==> src/rtl/wb_arbiter.sv <==
// wb_arbiter: merges NUM_SRC result producers onto the single register-file write port
// through per-source FIFOs and a round-robin drain. Optional macro: WB_ARB_BYPASS_EN.
module wb_arbiter #(
   parameter int NUM_SRC = 3,
   parameter int XLEN    = 32,
   parameter int DEPTH   = 2,
   parameter int RD_W    = 5
) (
   input  logic                       clk,
   input  logic                       rst,
   input  logic                       flush_i,
   input  logic [NUM_SRC-1:0]         src_valid_i,
   output logic [NUM_SRC-1:0]         src_ready_o,
   input  logic [NUM_SRC*XLEN-1:0]    src_data_i,
   input  logic [NUM_SRC*RD_W-1:0]    src_rd_i,
   input  logic [NUM_SRC-1:0]         src_wb_en_i,
   output logic [XLEN-1:0]            wb_data_o,
   output logic [RD_W-1:0]            wb_rd_o,
   output logic                       wb_en_o,
   output logic [$clog2(NUM_SRC)-1:0] wb_src_o,
   output logic                       busy_o
);

   localparam int SRC_W = $clog2(NUM_SRC);
   localparam int AW    = $clog2(DEPTH);
   localparam int PTR_W = AW + 1;
   localparam logic [PTR_W-1:0] FULL_XOR = {1'b1, {AW{1'b0}}};

   logic [PTR_W-1:0]   wr_ptr   [NUM_SRC];
   logic [PTR_W-1:0]   rd_ptr   [NUM_SRC];
   logic [XLEN-1:0]    mem_data [NUM_SRC][DEPTH];
   logic [RD_W-1:0]    mem_rd   [NUM_SRC][DEPTH];

   logic [NUM_SRC-1:0] empty;
   logic [NUM_SRC-1:0] full;
   logic [NUM_SRC-1:0] storable;
   logic [NUM_SRC-1:0] push_fire;
   logic [NUM_SRC-1:0] push;
   logic [NUM_SRC-1:0] pop;
   logic [NUM_SRC-1:0] cand;
   logic               bypass_sel;
   logic               grant_valid;
   logic [SRC_W-1:0]   grant_idx;
   logic [SRC_W-1:0]   last_grant;
   logic [XLEN-1:0]    grant_data;
   logic [RD_W-1:0]    grant_rd;

   // Entries with no write enable or targeting x0 complete the handshake but are never stored.
   always_comb begin
      empty    = '0;
      full     = '0;
      storable = '0;
      for (int k = 0; k < NUM_SRC; k++) begin
         empty[k]    = (wr_ptr[k] == rd_ptr[k]);
         full[k]     = ((wr_ptr[k] ^ rd_ptr[k]) == FULL_XOR);
         storable[k] = src_wb_en_i[k] && (src_rd_i[k*RD_W +: RD_W] != '0);
      end
   end

   assign src_ready_o = rst ? '0 : ~full;
   assign push_fire   = src_valid_i & src_ready_o;
   assign busy_o      = !(&empty) || wb_en_o;

   always_comb begin
      int               idx;
      logic [SRC_W-1:0] pos;
      idx         = 0;
      pos         = '0;
      cand        = ~empty;
      bypass_sel  = 1'b0;
`ifdef WB_ARB_BYPASS_EN
      // Only when nothing is queued anywhere may an arriving entry skip its FIFO.
      if (&empty) begin
         cand       = push_fire & storable;
         bypass_sel = 1'b1;
      end
`endif
      grant_valid = 1'b0;
      grant_idx   = '0;
      for (int i = 1; i <= NUM_SRC; i++) begin
         idx = int'(last_grant) + i;
         if (idx >= NUM_SRC) idx = idx - NUM_SRC;
         pos = SRC_W'(idx);
         if (!grant_valid && cand[pos]) begin
            grant_valid = 1'b1;
            grant_idx   = pos;
         end
      end
      pop  = '0;
      push = push_fire & storable;
      if (grant_valid) begin
         if (bypass_sel) push[grant_idx] = 1'b0;
         else            pop[grant_idx]  = 1'b1;
      end
      if (bypass_sel) begin
         grant_data = src_data_i[grant_idx*XLEN +: XLEN];
         grant_rd   = src_rd_i[grant_idx*RD_W +: RD_W];
      end else begin
         grant_data = mem_data[grant_idx][rd_ptr[grant_idx][AW-1:0]];
         grant_rd   = mem_rd[grant_idx][rd_ptr[grant_idx][AW-1:0]];
      end
   end

   always_ff @(posedge clk) begin
      if (rst || flush_i) begin
         for (int k = 0; k < NUM_SRC; k++) begin
            wr_ptr[k] <= '0;
            rd_ptr[k] <= '0;
         end
      end else begin
         for (int k = 0; k < NUM_SRC; k++) begin
            if (push[k]) wr_ptr[k] <= wr_ptr[k] + 1'b1;
            if (pop[k])  rd_ptr[k] <= rd_ptr[k] + 1'b1;
         end
      end
   end

   // Storage writes during flush/reset are harmless: the pointers are cleared on the same edge.
   always_ff @(posedge clk) begin
      for (int k = 0; k < NUM_SRC; k++) begin
         if (push[k]) begin
            mem_data[k][wr_ptr[k][AW-1:0]] <= src_data_i[k*XLEN +: XLEN];
            mem_rd[k][wr_ptr[k][AW-1:0]]   <= src_rd_i[k*RD_W +: RD_W];
         end
      end
   end

   always_ff @(posedge clk) begin
      if (rst) begin
         wb_en_o    <= 1'b0;
         wb_data_o  <= '0;
         wb_rd_o    <= '0;
         wb_src_o   <= '0;
         last_grant <= '0;
      end else if (flush_i) begin
         wb_en_o    <= 1'b0;
         last_grant <= '0;
      end else begin
         wb_en_o <= grant_valid;
         if (grant_valid) begin
            wb_data_o  <= grant_data;
            wb_rd_o    <= grant_rd;
            wb_src_o   <= grant_idx;
            last_grant <= grant_idx;
         end
      end
   end

endmodule
==> config.mk <==
export PLATFORM = sky130hd
export DESIGN_NAME = wb_arbiter
export DESIGN_NICKNAME = d
export VERILOG_FILES = /design/src/rtl/wb_arbiter.sv
export SDC_FILE = /design/constraint.sdc
export NUM_CORES = 1
export LEC_CHECK = 0
export CAP_MARGIN = 20
export CORE_MARGIN = 4
export CORE_UTILIZATION = 54
export DETAILED_ROUTE_END_ITERATION = 10
export GPL_TIMING_DRIVEN = 0
export PLACE_DENSITY = 0.85
export SYNTH_ARGS = -nofsm -noshare
export SYNTH_HDL_FRONTEND = slang
export SYNTH_SLANG_ARGS = --single-unit
==> constraint.sdc <==
create_clock -name clk -period 3.52 [get_ports clk]
set_input_delay 0.352 -clock clk [delete_from_list [all_inputs] [get_ports clk]]
set_output_delay 0.352 -clock clk [all_outputs]
set_load 0.005 [all_outputs]
Word level (Yosys, flattened, before mapping)
Memory sizes are Yosys's and may differ from the RTL's. Index checks and enable logic that the tools add are counted.

ROM bits: 0. Output and inout port bits: 44. Logic and storage cells: 149. Bits in writable memories: 234. Flip-flop bits (word level): 42. Input port bits: 120. Memories kept: 4. Latch bits: 0.

Multiply operators: 0. Add/subtract/negate cells: 12. Reductions and logical operators: 20. Bitwise logic cells: 18. Equal/unequal tests: 6. Divide/modulo/power cells: 0. Mux-type cells: 69. Shift-type cells: 0. Magnitude comparators: 15.

Memories: mem_data (words 3, width 64, rd ports 1, clocked after Yosys merged registers in 0, wr ports 3, line 31) `logic [XLEN-1:0] mem_data [NUM_SRC][DEPTH];`; mem_rd (words 3, width 10, rd ports 1, clocked after Yosys merged registers in 0, wr ports 3, line 32) `logic [RD_W-1:0] mem_rd [NUM_SRC][DEPTH];`; rd_ptr (words 3, width 2, rd ports 4, clocked after Yosys merged registers in 0, wr ports 3, line 30) `logic [PTR_W-1:0] rd_ptr [NUM_SRC];`; wr_ptr (words 3, width 2, rd ports 3, clocked after Yosys merged registers in 0, wr ports 3, line 29) `logic [PTR_W-1:0] wr_ptr [NUM_SRC];`.

Operators with widths (count): $mux W32 (6); $mux W64 (3); $demux W32 S1 (3); $mux W10 (3); $mux W5 (6); $mux W1 (27); $mux W2 (12); $demux W5 S1 (3); $reduce_bool A5 Y1 (3); $add A2 B1 Y2 const B (6); $lt A2 B3 Y1 const B (4); $ge A3 B2 Y1 const B (3); $logic_and A1 B1 Y1 (9); $ge A2 B2 Y1 const B (4); $not A1 Y2 (4); $add A2 B2 Y3 const B (2); $and A3 B3 Y3 (2); $bmux W1 S2 (3); $eq A2 B2 Y1 (3); $eq A2 B2 Y1 const B (3); $lt A2 B1 Y1 const B (3); $mux W3 (2); $not A3 Y3 (2); $or A1 B1 Y1 (6); other kinds (11) (18).

Longest topological paths before layout
Depth in word-level cells: 21. Gate-level depth with buffers: 11. Gate-level depth less buffers: 9.

Least setup slack after synthesis
No wires, ideal clock.

Kind: register to register. Start point: memory wr_ptr[0][4] (netlist bit). End point: memory mem_data[2][0] (netlist bit) (enable). Data arrival time: 2702 ps. Stages on the path, launching flop included: 6. Library setup time: 431 ps. Required time: 3089 ps. Clock period less this slack: 3133 ps. Setup slack: 387 ps. Path buffers: 1. Cells stage by stage: edfxtp_1 buf_2 xnor2_2 a21oi_1 o2111ai_1 nor2_1.

RTL lines (line): start: declaration (29); end: declaration (31).

Worst setup path in the final report
Start point: register last_grant[0]. End point: register wb_data_o[30].

Longest elaborated chain between the ends: 17. Elaborated cells between the ends (all ways): 35. Those cells by class: add/sub: 6; order compare: 3; mux: 18; bitwise: 1; reduce/logical: 5; memory: 2.

Ends and longest elaborated chain: start: declaration (line 44) `logic [SRC_W-1:0] last_grant;`; start signal: assignment (line 144) `last_grant <= grant_idx;`; $add A2 B1 Y3 (line 81) `idx = int'(last_grant) + i;`; $ge A3 B2 Y1 or $sub A2 B2 Y2 (tied branches) (line 82) `if (idx >= NUM_SRC) idx = idx - NUM_SRC;`; $mux W2 (line 82); $bmux W1 S2 (line 84) `if (!grant_valid && cand[pos]) begin`; $mux W1 (not written as such) (line 84); $mux W1 (line 84); $logic_not A1 Y1 (line 84); $logic_and A1 B1 Y1 (line 84); $mux W1 (line 84); $logic_not A1 Y1 (line 84); $logic_and A1 B1 Y1 (line 84); $mux W2 (line 84); $mem_v2 Z3 W2; $not A1 Y2 (not written as such) (line 99) `grant_data = mem_data[grant_idx][rd_ptr[grant_idx][AW-1:0]];`; $mux W32 (not written as such) (3 in series) (line 99); end signal: assignment (line 141) `wb_data_o <= grant_data;`; end: declaration (line 17) `output logic [XLEN-1:0] wb_data_o,`.

Parallel ways exist; a longest one is shown, timed or not. The select of a mux whose other input is x is not followed. A chain may end at the register's enable or synchronous reset.

==> impl_metrics.env <==
export IMPL_numPlacedInstances=1103
export IMPL_count_of_flip_flops_with_a_built_in_enable_after_synthesis=234
export IMPL_worstPathRequired_ns=3.95
export IMPL_maxSlewViolCount=0
export IMPL_worstMarginPinSlew_ns=0.8472
export IMPL_dp_slack_ns=0.001499
export IMPL_globalRouteMet2Util=0.3752
export IMPL_first_pass_detailed_route_iteration_total=5
export IMPL_instance_area_after_placement_um2=13550
export IMPL_die_y_extent_um=153.3
export IMPL_netlist_area_leader_share=0.6165
export IMPL_antenna_found_initial=5
export IMPL_global_route_usage_met3=0.05230
export IMPL_h_tree_levels=1
export IMPL_core_region_area_um2=20490
export IMPL_std_cell_rows=52
export IMPL_track_usage=0.2224
export IMPL_synthesis_area_um2=11400
export IMPL_endpoint_kind="register"
export IMPL_clock_insertion_delay_worst_skew_ns=0.53
export IMPL_power_leakage_nw=5.463
export IMPL_top_cell_type_by_total_area_after_synthesis="edfxtp_1"
export IMPL_cts_tree="done"
export IMPL_cts_sink_count=276
export IMPL_dominantRegCellSynth="edfxtp_1"
export IMPL_drc_errors=0
export IMPL_power_mw=13.40
export IMPL_fin_util=0.7123
export IMPL_yosys_top_cells_area="edfxtp_1 62%, mux2i_1 9.7%, dfxtp_1 7.4%"
export IMPL_commonest_non_fill_non_tap_cell_in_the_layout="edfxtp_1"
export IMPL_minimum_period_implied_by_the_final_worst_setup_slack_ns=3.207
export IMPL_rr_worst_depth=11
export IMPL_layout_common_cells="234 x edfxtp_1, 162 x clkdlybuf4s50_1, 111 x mux2i_1"
export IMPL_syn_num_nets=789
export IMPL_timing_hold_worst_path_depth=1
export IMPL_reg_clk_slew_reported_paths_ns=0.07
export IMPL_effective_utilization_at_floorplan=0.5562
export IMPL_rsz_0062_raised_after_global_routing="false"
export IMPL_clk_network_pwr_share=0.239
export IMPL_drt_wl_total_um=26600
export IMPL_die_w_um=153.3
export IMPL_share_comb_of_total_power=0.455
export IMPL_yosysSeqAreaShare=0.6902
export IMPL_timing_limited_maximum_frequency_ghz=0.3118
export IMPL_ys_warn_count=0
export IMPL_r2r_start="last_grant[0]$_SDFFE_PP0N_"
export IMPL_post_route_clock_skew_ns=0.008363
export IMPL_regToRegSetupSlack_ns=0.31
export IMPL_globalRoute_busiestLayer="met2"
export IMPL_clock_root_buffer="clkbuf_16"
export IMPL_detailedRoute_firstIterationViolations=446
export IMPL_syn_inst=665
export IMPL_wl_per_cell_um=23.01
export IMPL_count_of_antenna_violating_nets_left_after_detailed_routing=0
export IMPL_max_cap_violations=0
export IMPL_setup_tns_ns=0
export IMPL_filler_free_cell_count_of_the_finished_design=1156
export IMPL_io_pin_count=164
export IMPL_power_per_cell_area_nw_per_um2=917.9
export IMPL_finalSetupViolations=0
export IMPL_postSynth_asyncResetShare=0
export IMPL_grt_start_max_net_pins=30
export IMPL_final_cell_area_um2=14600
export IMPL_timing_critical_path_arrival_ns=3.63
export IMPL_slew_headroom=0.4352
export IMPL_final_layout_worst_hold_slack_ns=0.4021
export IMPL_grt_first_pass_wirelength_um=40900
export IMPL_syn_to_final_growth_pct=28.08
export IMPL_layout_setup_ws_ns=0.3127
export IMPL_holdCritStartpoint="src_data_i[46]"
export IMPL_syn_area_cell_um2=17.14
export IMPL_gp_routability_congestion=0.9645
export IMPL_sw_frac_of_total=0.3355
export IMPL_fin_crit_sh=0.9112
export IMPL_finalHoldViolCount=0
export IMPL_detail_route_vias_per_cell=5.789
export IMPL_io_buffer_count=162
export IMPL_p_switching_mw=4.495
export IMPL_run_status="finished clean"
export IMPL_power_share_sequential=0.306
export IMPL_grt_met1_usage=0.2898
export IMPL_cts_made_buffers=26
export IMPL_number_of_hold_buffers_added_after_cts=0
export IMPL_regToRegEndpoint="wb_data_o[30]$_SDFFE_PP0P_"
export IMPL_via_count_of_the_first_global_routing_pass=7192
export IMPL_gr_total_overflow=0
export IMPL_number_of_nets_in_the_layout=988
export IMPL_floorplan_die_area_um2=23500
export IMPL_share_of_cells_above_drive_strength_1=0.1867
export IMPL_intPower_mw=8.905
export IMPL_min_delay_path_class="in -> reg"
export IMPL_class_of_the_most_critical_setup_path="reg -> reg"
export IMPL_worst_setup_path_start_kind="register"
export IMPL_yosys_cell_types_count=57
export IMPL_synth_ff_latch_count=276
export IMPL_routed_via_count=6692
export IMPL_timing_hold_worst_endpoint="mem_data[1][46]$_DFFE_PP_"
export IMPL_irDropWorstVdd_v=0.0006421
export IMPL_cts_path_max_buffers=3
export IMPL_critical_path_peak_fanout=10
export IMPL_place_hpwl_um=18460
[flip-flops by register name, summed over array words and instances, names as in the netlist]
register / flops
mem_data: 192
rd_ptr: 6
last_grant: 2
wb_en_o: 1
mem_rd: 30
wb_src_o: 2
wr_ptr: 6
wb_rd_o: 5
wb_data_o: 32
[cell type report]
| type | count | area [µm²] |
|---|---|---|
| Multi-Input combinational cell | 345 | 3336 |
| Sequential cell | 276 | 7868 |
| Clock inverter | 16 | 257.7 |
| Inverter | 7 | 26.28 |
| Timing Repair Buffer | 171 | 1799 |
| Tap cell | 270 | 337.8 |
| Antenna cell | 2 | 5.005 |
| Clock buffer | 32 | 745.7 |
| Fill cell | 1274 | 5896 |
| Buffer | 37 | 224.0 |
[metal layers]
| metal | vias to the layer above | share of wire |
|---|---|---|
| met1 | 3305 | 0.40 |
| met4 | 6 | 0.020 |
| li1 | 3047 | - |
| met2 | 292 | 0.50 |
| met5 | - | 0.0013 |
| met3 | 42 | 0.083 |
[cell usage after synthesis, types with 3 or more instances]
cell / count
buf_2: 14
ha_1: 4
nand3_1: 3
clkbuf_1: 14
o21bai_1: 37
a221oi_2: 30
nor2_1: 27
xnor2_2: 3
edfxtp_1: 234
nand2_1: 10
buf_12: 3
mux2i_1: 111
o2111ai_1: 3
dfxtp_1: 42
mux2_4: 30
o21ai_0: 4
xor2_1: 5
xnor2_1: 9
nor3_1: 8
or4_1: 4
a221oi_1: 7
mux2_2: 7
a21oi_1: 10
buf_1: 3
inv_1: 7
[power groups by stage]
stage | registers, mW | logic [mW] | clock network (mW)
after floorplan | 4.12 | 4.30 | 0
after global placement | 4.16 | 5.81 | 0
after detailed placement | 4.16 | 5.95 | 0
after CTS | 4.10 | 6.01 | 3.24
after global routing | 4.12 | 6.50 | 3.37
final | 4.10 | 6.09 | 3.21
[repair_timing]
item / CTS / global route
pin swaps: 1 / 1
setup endpoints to repair: 1 / 37
gates cloned: 0 / 0
resized for setup: 0 / 8
setup buffers: 0 / 3
[logic make-up after synthesis]
group           synth area share
fa+ha+maj               0.004391
compound gates           0.09561
flops                     0.6902
xor+xnor                 0.01504
mux                       0.1439
simple gates             0.02942
buf+inv                  0.02141
[worst max-delay path by stage]
stage | start | end | slack (ns) | cells after the start
after floorplan | wr_ptr[0][4]$_SDFFCE_PN0P_ | mem_data[2][0]$_DFFE_PP_ | 0.39 | 5
after global placement | src_rd_i[3] | mem_data[0][57]$_DFFE_PP_ | -1.26 | 4
after detailed placement | last_grant[0]$_SDFFE_PP0N_ | wb_data_o[30]$_SDFFE_PP0P_ | 0.001 | 10
after CTS | last_grant[0]$_SDFFE_PP0N_ | wb_data_o[30]$_SDFFE_PP0P_ | 0.03 | 10
after global routing | last_grant[0]$_SDFFE_PP0N_ | wb_data_o[30]$_SDFFE_PP0P_ | 0.09 | 11
final | last_grant[0]$_SDFFE_PP0N_ | wb_data_o[30]$_SDFFE_PP0P_ | 0.31 | 11
[critical path, cell delays in order (launching register included)]
cell and delay, ns:
dfxtp_1 0.39, inv_1 0.14, ha_1 0.41, clkbuf_2 0.25, nand3_1 0.14, nor3_1 0.40
o32ai_4 0.17, buf_6 0.20, buf_2 0.25, mux2i_1 0.17, mux2_4 0.29, a221oi_2 0.28
Note: power is estimated with default switching activity, not from simulation.
